File: src/rtl/eth_xgmii_pkg.sv
// Shared XGMII constants, deframer state encoding and the emitted-word record.
// Latency: n/a (declarations only).
// Backpressure: n/a.
package eth_xgmii_pkg;

  localparam logic [7:0]  XGMII_START   = 8'hFB;
  localparam logic [7:0]  XGMII_TERM    = 8'hFD;
  localparam logic [7:0]  XGMII_ERR     = 8'hFE;
  localparam logic [7:0]  XGMII_IDLE    = 8'h07;
  // Start control character in lane 0 followed by seven preamble/SFD bytes.
  localparam logic [63:0] PREAMBLE_WORD = 64'hD555_5555_5555_55FB;

  typedef enum logic [1:0] {
    ST_IDLE    = 2'd0,
    ST_DATA    = 2'd1,
    ST_DISCARD = 2'd2
  } deframer_state_t;

  // One payload word as held internally and as presented on the output.
  typedef struct packed {
    logic [63:0] dat;
    logic [7:0]  bv;
    logic        sof;
    logic        eof;
    logic        err;
  } out_word_t;

  // Mask covering lanes 0..k-1 (zero for k == 0).
  function automatic logic [7:0] lane_mask(input logic [2:0] k);
    return (8'd1 << k) - 8'd1;
  endfunction

endpackage

File: src/rtl/xgmii_rx_deframer_if.sv
// Clock/reset bundle and the 64-bit XGMII data/control bus seen by the deframer.
// Latency: n/a (wiring only).
// Backpressure: none; the XGMII bus delivers one word every cycle.
interface AXI_clks;
  logic clk;
  logic reset_n;
  modport to_rtl (input clk, input reset_n);
endinterface

interface tx_xgmii;
  logic [63:0] data;
  logic [7:0]  ctrl;
  modport to_rtl (input data, input ctrl);
endinterface

File: src/rtl/xgmii_term_decode.sv
// Finds the lowest-lane terminate character in one XGMII word and checks its tail.
// Latency: combinational.
// Backpressure: none.
// Ports: data/ctrl in; term_found, term_lane (lowest lane holding a control 0xFD),
//        term_bad (some lane above term_lane is not a control-coded idle).
module xgmii_term_decode
  import eth_xgmii_pkg::*;
(
  input  logic [63:0] data,
  input  logic [7:0]  ctrl,
  output logic        term_found,
  output logic [2:0]  term_lane,
  output logic        term_bad
);

  always_comb begin
    term_found = 1'b0;
    term_lane  = 3'd0;
    // Scan downwards so the lowest matching lane wins.
    for (int i = 7; i >= 0; i--) begin
      if (ctrl[i] && (data[8*i +: 8] == XGMII_TERM)) begin
        term_found = 1'b1;
        term_lane  = 3'(i);
      end
    end

    term_bad = 1'b0;
    for (int i = 1; i < 8; i++) begin
      if (term_found && (3'(i) > term_lane) &&
          (!ctrl[i] || (data[8*i +: 8] != XGMII_IDLE))) begin
        term_bad = 1'b1;
      end
    end
  end

endmodule

File: src/rtl/xgmii_rx_deframer.sv
// Strips start/terminate framing from an XGMII stream into lane-0-first payload words.
// Latency: 2 cycles input word to out_valid (one-word hold + output register).
// Backpressure: none; one word consumed per cycle, output cannot stall.
// Ports: clks (clk, async active-low reset_n), xgmii_rx (data/ctrl);
//        out_valid/out_data/out_bvalid/out_sof/out_eof/out_err payload stream;
//        frm_cnt good frames, err_cnt errored/discarded frames (both saturating).
module xgmii_rx_deframer
  import eth_xgmii_pkg::*;
#(
  parameter int MAX_WORDS = 190,
  parameter int MIN_WORDS = 8
) (
  AXI_clks.to_rtl      clks,
  tx_xgmii.to_rtl      xgmii_rx,
  output logic         out_valid,
  output logic [63:0]  out_data,
  output logic [7:0]   out_bvalid,
  output logic         out_sof,
  output logic         out_eof,
  output logic         out_err,
  output logic [31:0]  frm_cnt,
  output logic [15:0]  err_cnt
);

  localparam int            CW    = $clog2(MAX_WORDS + 2);
  localparam logic [CW-1:0] MAX_C = CW'(MAX_WORDS);
  localparam logic [CW-1:0] MIN_C = CW'(MIN_WORDS);

  logic [63:0]     rx_dat;
  logic [7:0]      rx_ctl;
  logic            term_found;
  logic [2:0]      term_lane;
  logic            term_bad;
  logic            is_start;
  logic            bad_start;
  logic            term_ok;
  logic            room;
  logic [7:0]      part_bv;
  logic [63:0]     part_dat;

  deframer_state_t state;
  logic [CW-1:0]   wcnt;
  out_word_t       hold;
  logic            hold_vld;
  out_word_t       out_q;
  logic            out_vld;
  logic            err_evt;   // error counted without an emitted eof word

  logic            frm_inc;
  logic [1:0]      err_add;
  logic [16:0]     err_sum;

  assign rx_dat = xgmii_rx.data;
  assign rx_ctl = xgmii_rx.ctrl;

  xgmii_term_decode u_term_decode (
    .data       (rx_dat),
    .ctrl       (rx_ctl),
    .term_found (term_found),
    .term_lane  (term_lane),
    .term_bad   (term_bad)
  );

  always_comb begin
    is_start  = (rx_ctl == 8'h01) && (rx_dat == PREAMBLE_WORD);
    bad_start = !is_start &&
                ((rx_ctl[4] && (rx_dat[39:32] == XGMII_START)) ||
                 (rx_ctl[0] && (rx_dat[7:0]   == XGMII_START)));
    part_bv   = lane_mask(term_lane);
    // A terminate only counts if every lane before it is plain data.
    term_ok   = term_found && ((rx_ctl & part_bv) == 8'h00);
    room      = (wcnt != MAX_C);
    part_dat  = '0;
    for (int i = 0; i < 8; i++) begin
      part_dat[8*i +: 8] = part_bv[i] ? rx_dat[8*i +: 8] : 8'h00;
    end
  end

  always_ff @(posedge clks.clk or negedge clks.reset_n) begin
    if (!clks.reset_n) begin
      state    <= ST_IDLE;
      wcnt     <= '0;
      hold     <= '0;
      hold_vld <= 1'b0;
      out_q    <= '0;
      out_vld  <= 1'b0;
      err_evt  <= 1'b0;
    end else begin
      out_vld <= 1'b0;
      out_q   <= '0;
      err_evt <= 1'b0;
      case (state)
        ST_IDLE: begin
          // A pending partial eof word always drains here, whatever arrives.
          out_vld  <= hold_vld;
          out_q    <= hold;
          hold_vld <= 1'b0;
          hold     <= '0;
          if (is_start) begin
            state <= ST_DATA;
            wcnt  <= '0;
          end else if (bad_start) begin
            state   <= ST_DISCARD;
            err_evt <= 1'b1;
          end
        end

        ST_DATA: begin
          if (term_ok && (term_lane == 3'd0)) begin
            out_vld   <= hold_vld;
            out_q     <= hold;
            out_q.eof <= hold_vld;
            out_q.err <= hold_vld && (term_bad || (wcnt < MIN_C));
            err_evt   <= !hold_vld;       // zero-payload frame
            hold_vld  <= 1'b0;
            hold      <= '0;
            state     <= ST_IDLE;
          end else if (room && (rx_ctl == 8'h00)) begin
            out_vld  <= hold_vld;
            out_q    <= hold;
            hold_vld <= 1'b1;
            hold     <= '{dat: rx_dat, bv: 8'hFF, sof: (wcnt == '0), eof: 1'b0, err: 1'b0};
            wcnt     <= wcnt + CW'(1);
          end else if (room && term_ok) begin
            // Partial last word waits in hold and drains from IDLE next cycle.
            out_vld  <= hold_vld;
            out_q    <= hold;
            hold_vld <= 1'b1;
            hold     <= '{dat: part_dat, bv: part_bv, sof: (wcnt == '0), eof: 1'b1,
                          err: term_bad || ((wcnt + CW'(1)) < MIN_C)};
            state    <= ST_IDLE;
          end else begin
            // Bad control character, or the word after MAX_WORDS: abort the frame.
            out_vld   <= hold_vld;
            out_q     <= hold;
            out_q.eof <= hold_vld;
            out_q.err <= hold_vld;
            err_evt   <= !hold_vld;
            hold_vld  <= 1'b0;
            hold      <= '0;
            state     <= ST_DISCARD;
          end
        end

        ST_DISCARD: begin
          if (term_found || (rx_ctl == 8'hFF)) begin
            state <= ST_IDLE;
          end
        end

        default: state <= ST_IDLE;
      endcase
    end
  end

  // Counters follow the registered output stream one cycle later.
  always_comb begin
    frm_inc = out_vld && out_q.eof && !out_q.err;
    err_add = {1'b0, (out_vld && out_q.eof && out_q.err)} + {1'b0, err_evt};
    err_sum = {1'b0, err_cnt} + {15'd0, err_add};
  end

  always_ff @(posedge clks.clk or negedge clks.reset_n) begin
    if (!clks.reset_n) begin
      frm_cnt <= '0;
      err_cnt <= '0;
    end else begin
      if (frm_inc && (frm_cnt != '1)) begin
        frm_cnt <= frm_cnt + 32'd1;
      end
      err_cnt <= err_sum[16] ? 16'hFFFF : err_sum[15:0];
    end
  end

  assign out_valid  = out_vld;
  assign out_data   = out_q.dat;
  assign out_bvalid = out_q.bv;
  assign out_sof    = out_q.sof;
  assign out_eof    = out_q.eof;
  assign out_err    = out_q.err;

endmodule

File: src/flat_wrapper.sv
// flat-port wrapper written by rule: the top's interface ports become plain ports
module xgmii_rx_deframer_flat import eth_xgmii_pkg::*;
#(
  parameter int MAX_WORDS = 190,
  parameter int MIN_WORDS = 8
)
  (out_valid, out_data, out_bvalid, out_sof, out_eof, out_err, frm_cnt, err_cnt, clks_clk, clks_reset_n, xgmii_rx_data, xgmii_rx_ctrl);
  AXI_clks clks_i ();
  tx_xgmii xgmii_rx_i ();
  output logic out_valid;
  output logic [63:0] out_data;
  output logic [7:0] out_bvalid;
  output logic out_sof;
  output logic out_eof;
  output logic out_err;
  output logic [31:0] frm_cnt;
  output logic [15:0] err_cnt;
  input wire logic [$bits(clks_i.clk)-1:0] clks_clk;
  input wire logic [$bits(clks_i.reset_n)-1:0] clks_reset_n;
  input wire logic [$bits(xgmii_rx_i.data)-1:0] xgmii_rx_data;
  input wire logic [$bits(xgmii_rx_i.ctrl)-1:0] xgmii_rx_ctrl;
  assign clks_i.clk = clks_clk;
  assign clks_i.reset_n = clks_reset_n;
  assign xgmii_rx_i.data = xgmii_rx_data;
  assign xgmii_rx_i.ctrl = xgmii_rx_ctrl;
  xgmii_rx_deframer #(.MAX_WORDS(MAX_WORDS), .MIN_WORDS(MIN_WORDS)) u_core (.clks(clks_i), .xgmii_rx(xgmii_rx_i), .out_valid(out_valid), .out_data(out_data), .out_bvalid(out_bvalid), .out_sof(out_sof), .out_eof(out_eof), .out_err(out_err), .frm_cnt(frm_cnt), .err_cnt(err_cnt));
endmodule
File: config.mk
export PLATFORM = sky130hd
export DESIGN_NAME = xgmii_rx_deframer_flat
export DESIGN_NICKNAME = d
export VERILOG_FILES = /design/src/rtl/eth_xgmii_pkg.sv /design/src/rtl/xgmii_rx_deframer_if.sv /design/src/rtl/xgmii_term_decode.sv /design/src/rtl/xgmii_rx_deframer.sv /design/src/flat_wrapper.sv
export SDC_FILE = /design/constraint.sdc
export NUM_CORES = 1
export LEC_CHECK = 0
export ABC_AREA = 1
export CAP_MARGIN = 40
export CORE_MARGIN = 2
export CORE_UTILIZATION = 50
export CTS_CLUSTER_DIAMETER = 80
export DETAILED_ROUTE_END_ITERATION = 10
export GPL_TIMING_DRIVEN = 0
export PLACE_DENSITY = 0.84
export SYNTH_ARGS = -nofsm -noshare
export SYNTH_HDL_FRONTEND = slang
export SYNTH_SLANG_ARGS = --single-unit
File: constraint.sdc
create_clock -name clks_clk -period 3.98 [get_ports clks_clk]
set_input_delay 0.995 -clock clks_clk [delete_from_list [all_inputs] [get_ports clks_clk]]
set_output_delay 0.995 -clock clks_clk [all_outputs]
set_load 0.01 [all_outputs]
### Word-level counts from Yosys, hierarchy flattened

Cells that the tools add are included.

| storage, ports and cells | value |
|---|---|
| register bits | 211 |
| bits of input ports | 74 |
| output and inout port bits | 124 |
| logic and storage cells | 190 |

| cells by class | value |
|---|---|
| add/sub/neg operators | 5 |
| magnitude comparators | 9 |
| equality and inequality tests | 30 |
| shift-type cells | 1 |
| multiplexer cells | 62 |
| bitwise operators | 1 |
| reductions and logical operators | 65 |

Operator list:

| kind | number |
|---|---|
| 75-bit one-hot mux with 2 select lines | 2 |
| 75-bit 2-to-1 mux | 3 |
| 8-bit == test, second input constant | 11 |
| 8-bit 2-to-1 mux | 11 |
| 64-bit == test, second input constant | 1 |
| 8-bit by 3-bit != test with 1-bit output, second input constant | 7 |
| 1-bit logical AND | 35 |
| 32-bit by 1-bit adder with 32-bit output, second input constant | 1 |
| 32-bit != test, second input constant | 1 |
| 8-bit logical NOT | 3 |
| 1-bit 2-to-1 mux | 24 |
| 3-bit 2-to-1 mux | 8 |
| 2-bit 2-to-1 mux | 9 |
| 16-bit by 2-bit adder with 17-bit output | 1 |
| 8-bit by 4-bit less-than comparator with 1-bit output, second input constant | 2 |
| 16-bit 2-to-1 mux | 1 |
| 8-bit one-hot mux with 2 select lines | 1 |
| 3-bit > comparator, first input constant | 4 |
| 1-bit logical OR | 11 |
| 1-bit logical NOT | 10 |
| 8-bit by 1-bit adder with 8-bit output, second input constant | 1 |
| 8-bit bitwise AND | 1 |
| 8-bit by 1-bit == test with 1-bit output, second input constant | 1 |
| 8-bit != test, second input constant | 1 |
| 19 further kinds | 23 |

### Logic depth before layout (Yosys ltp)

Gate-level depths: netlist of the first run.

| depth | value |
|---|---|
| depth after elaboration | 25 |
| mapped depth | 28 |
| depth with buffers taken out | 28 |

### Cells and area by module

A second synthesis of the first run with hierarchy kept.

| second synthesis, totals | value |
|---|---|
| cells, all modules | 1,201 |
| area total of the unflattened synthesis | 10,034.6 um^2 |

Modules (own cells, without submodules):

| module | times used | cells an instance | area an instance (um^2) | seq. area each (um^2) |
|---|---|---|---|---|
| xgmii_rx_deframer | 1 | 1,058 | 9,361.5 | 5,280.1 |
| xgmii_term_decode | 1 | 143 | 673.1 | 0.0 |

### Worst setup path after synthesis of the first run

OpenSTA, ideal clock, no wires.

| timing path | value |
|---|---|
| path kind | input -> register |
| start | input port xgmii_rx_data[57] |
| end | register u_core.hold[35] (netlist name) |
| setup time | 0.084 ns |
| arrival | 3.275 ns |
| required time | 3.896 ns |
| path slack | 0.621 ns |
| stages | 24 |
| buffers on the path | 1 |
| cells stage by stage | inv_1 nand4_1 nor2_1 nand2_1 nand2_1 nand2_1 nand2_1 nand2_1 nand2_1 nand2_2 inv_1 nand2_1 ha_1 nor2_1 a21oi_1 o211ai_1 a21oi_1 nand2_2 nor2_4 nand2_2 nand2_4 buf_12 nand3_4 o22ai_2 |

| on the way | value |
|---|---|
| cells in the longest elaborated chain, start to end | 20 |
| elaborated cells between the ends (all ways) | 31 |
| classes of those cells | add/sub: 1; eq/ne: 1; shift: 1; mux: 21; bitwise: 1; reduce/logical: 6 |

RTL lines:

| what | RTL line | RTL |
|---|---|---|
| from (decl) | flat_wrapper.sv:20 | `input wire logic [$bits(xgmii_rx_i.data)-1:0] xgmii_rx_data;` |
| 8-bit == test * | xgmii_term_decode.sv:21 | `if (ctrl[i] && (data[8*i +: 8] == XGMII_TERM)) begin` |
| 1-bit logical AND * | xgmii_term_decode.sv:21 |  |
| 3-bit 2-to-1 mux (8 in a row) | xgmii_term_decode.sv:21 |  |
| 1-bit by 3-bit << shifter with 8-bit output | eth_xgmii_pkg.sv:30 | `return (8'd1 << k) - 8'd1;` |
| 8-bit by 1-bit subtractor with 8-bit output | eth_xgmii_pkg.sv:30 |  |
| 8-bit bitwise AND | xgmii_rx_deframer.sv:71 | `term_ok = term_found && ((rx_ctl & part_bv) == 8'h00);` |
| 8-bit logical NOT | xgmii_rx_deframer.sv:71 |  |
| 1-bit logical AND | xgmii_rx_deframer.sv:71 |  |
| 1-bit logical AND | xgmii_rx_deframer.sv:124 | `end else if (room && term_ok) begin` |
| 75-bit 2-to-1 mux | xgmii_rx_deframer.sv:124 |  |
| 75-bit 2-to-1 mux | xgmii_rx_deframer.sv:118 | `end else if (room && (rx_ctl == 8'h00)) begin` |
| 75-bit 2-to-1 mux * | xgmii_rx_deframer.sv:109 | `if (term_ok && (term_lane == 3'd0)) begin` |
| 75-bit one-hot mux with 2 select lines * | xgmii_rx_deframer.sv:92 | `case (state)` |
| to (signal assigned) | xgmii_rx_deframer.sv:122 | `hold <= '{dat: rx_dat, bv: 8'hFF, sof: (wcnt == '0), eof: 1'b0, err: 1'b0};` |
| to (signal assigned) | xgmii_rx_deframer.sv:129 | `hold <= '{dat: part_dat, bv: part_bv, sof: (wcnt == '0), eof: 1'b1,` |
| to (decl) | xgmii_rx_deframer.sv:43 | `out_word_t hold;` |

Every way passes the cells marked *; elsewhere a longest branch is shown, timed or not.
A chain may end at the register's enable or synchronous reset.

### Worst setup path in the final report of the first run

| timing path | value |
|---|---|
| start | input port xgmii_rx_data[29] |
| end | register u_core.hold[50] (netlist name) |

| on the way | value |
|---|---|
| cells in the longest elaborated chain, start to end | 16 |
| elaborated cells between the ends (all ways) | 23 |
| classes of those cells | add/sub: 1; eq/ne: 1; shift: 1; mux: 13; bitwise: 1; reduce/logical: 6 |

RTL lines:

| what | RTL line |
|---|---|
| 8-bit == test * | xgmii_term_decode.sv:21 |
| 1-bit logical AND * | xgmii_term_decode.sv:21 |
| 3-bit 2-to-1 mux (4 in a row) | xgmii_term_decode.sv:21 |
| 1-bit by 3-bit << shifter with 8-bit output | eth_xgmii_pkg.sv:30 |
| 8-bit by 1-bit subtractor with 8-bit output | eth_xgmii_pkg.sv:30 |
| 8-bit bitwise AND | xgmii_rx_deframer.sv:71 |
| 8-bit logical NOT | xgmii_rx_deframer.sv:71 |
| 1-bit logical AND | xgmii_rx_deframer.sv:71 |
| 1-bit logical AND | xgmii_rx_deframer.sv:124 |
| 75-bit 2-to-1 mux | xgmii_rx_deframer.sv:124 |
| 75-bit 2-to-1 mux | xgmii_rx_deframer.sv:118 |
| 75-bit 2-to-1 mux * | xgmii_rx_deframer.sv:109 |
| 75-bit one-hot mux with 2 select lines * | xgmii_rx_deframer.sv:92 |

Marked as above.

==> metrics.yaml, run 1 <==
status: "complete, no violations"
rr_worst_depth: 18
tightest_slew_ns: 0.820
crit_path_start: "xgmii_rx_data[29]"
hold_buffers: 0
finalWeightedCongestion: 0.928
final_common_cell: "dfrtp_1"
p_per_area_nw_per_um2: 377
synth-warning-count: 0
yosys.area_share.simple_pct: 21.8
dp_hpwl_mm: 20.0
worstPathArrival_ns: 4.29
dpl_cell_area_um2: 12000
synthCells: 1057
syn_nets: 1138
synthDistinctLibCells: 47
path_buf_inv: 3
layout_common_cells: "211 x dfrtp_1, 193 x inv_1, 183 x clkdlybuf4s50_1"
netlist_area_um2: 9700
vias: 8479
grt_overflow: 0
hold_class: "reg2reg"
finalHoldViolCount: 0
die_h_um: 143
worstPathRequired_ns: 4.39
drive_gt1_share_pct: 12.3
critPathMostFrequentCell: "nand2_2"
ant_nets: 0
seq_area_frac_synth_pct: 54.5
layout.nets: 1376
cts_sinks: 211
tns_ns: 0
use_met2_pct: 43.7
cts_htree_levels: 1
dp_cells: 1514
critPathKind: "in2reg"
clock_latency_ns: 0.50
grt_util_met1_pct: 35.1
max-cap-violations: 0
whs_path_depth: 2
finalClockSkew_ns: 0.0134
antenna_found_initial: 1
yosys_most_used_dff: "dfrtp_1"
initial_core_util_pct: 51.3
peakVddDrop_mv: 0.299
grt_pass1_wl_mm: 42.0
synth.area.mux_share_pct: 0.116
final_area_um2: 13100
min_to: "u_core.out_eof"
grt_pass1_vias: 8162
synth_seq_cells: 211
cp_slowest_cell: "clkdlybuf4s50_1"
wl_mm: 28.0
drv_slew: 0
maxSlewHeadroom_pct: 44.7
fmax_ghz: 0.258
clk_pin_slew_ns: 0.06
wl_per_cell_um: 17.8
r2r-end: "u_core.frm_cnt[29]"
synth_compound_area_share_pct: 9.76
coreArea_um2: 18900
dieArea_um2: 20500
dieWidth_um: 143
reg2reg_slack_ns: 1.03
crit_path_cell_trace: "clkdlybuf4s50_1 > nand2_1 > nor2_1 > nand3_2 > nand2_2 > nor2_4 > nand2_4 > inv_2 > a21oi_2 > nand2_2 > ha_1 > nor2_2 > a21oi_2 > o211ai_1 > a21oi_1 > nand2_2 > nor2_4 > nand2_4 > nand2_8 > buf_12 > nand3_4 > o22ai_2"
grt_util_met3_pct: 3.69
synthAdderAreaFrac_pct: 0.981
busiest_layer: "met2"
grt_max_degree: 119
area.growth.synth_to_final_pct: 35.3
crit_family: "simple AND/OR/NAND/NOR gates"
hold_ws_ns: 0.476
viasPerCell: 5.40
synth_xor_area_share_pct: 3.61
critical_path_peak_fanout: 6
synthArstFlopShare_pct: 100
finalCritPeriodShare_pct: 97.4
num_rows: 50
cpPeakStageDelay_ns: 0.53
leakage_nw: 6.11
holdCritStartpoint: "u_core.hold[1]"
end_kind: "flop"
stdcell_count: 1571
synth_edf_count: 0
cts_tree: "done"
track_usage_pct: 26.1
io_buffers: 196
cts.path.max_buffers: 3
r2r_start: "u_core.frm_cnt[0]"
drt_iter0_drc: 690
cp-start-kind: "input port"
first_pass_iters: 5
io_pins: 198
clockRootBuffer: "clkbuf_16"
avgSynthCellArea_um2: 9.17
min_period_ns: 3.88
cts_buffers: 22
finalSetupViolCount: 0
drc: 0
synth_top_family_by_area: "simple AND/OR/NAND/NOR gates"
==> final cells by class <==
cell class / count / area (µm²)
clock buffers: 35 / 701
fillers: 1407 / 5770
well taps: 260 / 325
flip-flops and latches: 211 / 5280
diodes: 1 / 2.50
multi-input cells: 621 / 3660
plain buffers: 23 / 129
inverters: 206 / 776
repair buffers: 210 / 2170
clock inverters: 4 / 72.6
==> logic make-up (layout without fill, tap and decap cells) <==
| group | after synthesis | after routing |
|---|---|---|
| compound gates | 107 | 107 |
| simple gates | 462 | 466 |
| fa+ha+maj | 7 | 7 |
| flops | 211 | 211 |
| other cells | 0 | 1 |
| buf+inv | 229 | 478 |
| mux | 1 | 1 |
| xor+xnor | 40 | 40 |
==> power by group <==
part           switching (W)  internal, W
Combinational       0.000494     0.000141
Sequential        0.00000498      0.00215
Clock               0.000822      0.00133
==> routing by layer <==
| layer | up-vias | share of wire [%] |
|---|---|---|
| met5 | - | 0 |
| met4 | 0 | 3.9 |
| li1 | 3848 | - |
| met2 | 446 | 48 |
| met3 | 86 | 9.1 |
| met1 | 4099 | 39 |
==> tightest hold or removal path: cells and delay by family (launching register included) <==
family	cells	cell delay [ns]
DFF	1	0.34
and+or+nand+nor	2	0.10
==> what timing repair did <==
action	4_1_cts	5_1_grt
gates resized for setup	1	35
endpoints found under the hold margin	0	0
gates cloned	0	5
setup buffers	0	12
pin swaps	0	9
endpoints found under the setup margin	29	80
==> sequential cells by signal, indices dropped and copies added (netlist names) <==
name / cells
u_core.out_data: 64
u_core.hold: 75
u_core.hold_vld: 1
u_core.state: 2
u_core.wcnt: 8
u_core.err_evt: 1
u_core.out_sof: 1
u_core.frm_cnt: 32
u_core.out_bvalid: 8
u_core.out_valid: 1
u_core.err_cnt: 16
u_core.out_err: 1
u_core.out_eof: 1
==> synth_stat cells, types with 2 or more instances <==
cell / n / share of area, %
o21ai_2: 5 / 0.45
buf_2: 2 / 0.10
nand2_1: 168 / 6.5
nor2_4: 2 / 0.23
nor2_1: 133 / 5.1
a21oi_1: 6 / 0.31
o21ai_0: 19 / 0.98
xnor2_1: 14 / 1.3
nor3b_1: 2 / 0.15
xor2_1: 26 / 2.3
o22ai_1: 21 / 1.4
nand3_2: 3 / 0.31
or2_2: 2 / 0.13
o31ai_1: 6 / 0.46
nor2_2: 4 / 0.26
o22ai_2: 39 / 5.0
nand3_1: 65 / 3.4
nor4_1: 12 / 0.77
nand3_4: 5 / 0.90
nand4_1: 21 / 1.4
nand2_2: 11 / 0.71
ha_1: 6 / 0.77
o32ai_1: 2 / 0.18
clkbuf_1: 18 / 0.70
inv_2: 10 / 0.39
nand2_4: 2 / 0.23
nor3_1: 29 / 1.5
inv_1: 195 / 7.5
dfrtp_1: 211 / 54
==> per-stage QoR <==
| stage | utilization, % | total power, W | worst slack [ns] |
|---|---|---|---|
| final | 69.4 | 0.00495 | 0.104 |
| after global routing | 69.4 | 0.00509 | -0.0780 |
| after CTS | 67.7 | 0.00494 | 0.000665 |
| after detailed placement | 63.6 | 0.00281 | -0.522 |
| after global placement | 63.4 | 0.00280 | -6.77 |
| after floorplan | - | 0.00250 | 0.621 |
==> worst max path at each step <==
stage,end,slack [ns],cells past startpoint
global route,u_core.hold[50],-0.08,24
global placement,u_core.out_data[17],-6.77,1
floorplan,u_core.hold[35],0.62,24
finish,u_core.hold[50],0.10,22
detailed placement,u_core.hold[50],-0.52,26
CTS,u_core.hold[41],0.0007,22
Power figures use the tool's default switching activity.
==> run 2: changes to the inputs <==
Settings changed: SKIP_LAST_GASP set to 1.
==> results of run 2 <==
Same layout as run 1: the final DEF is identical, and so are final timing and power.
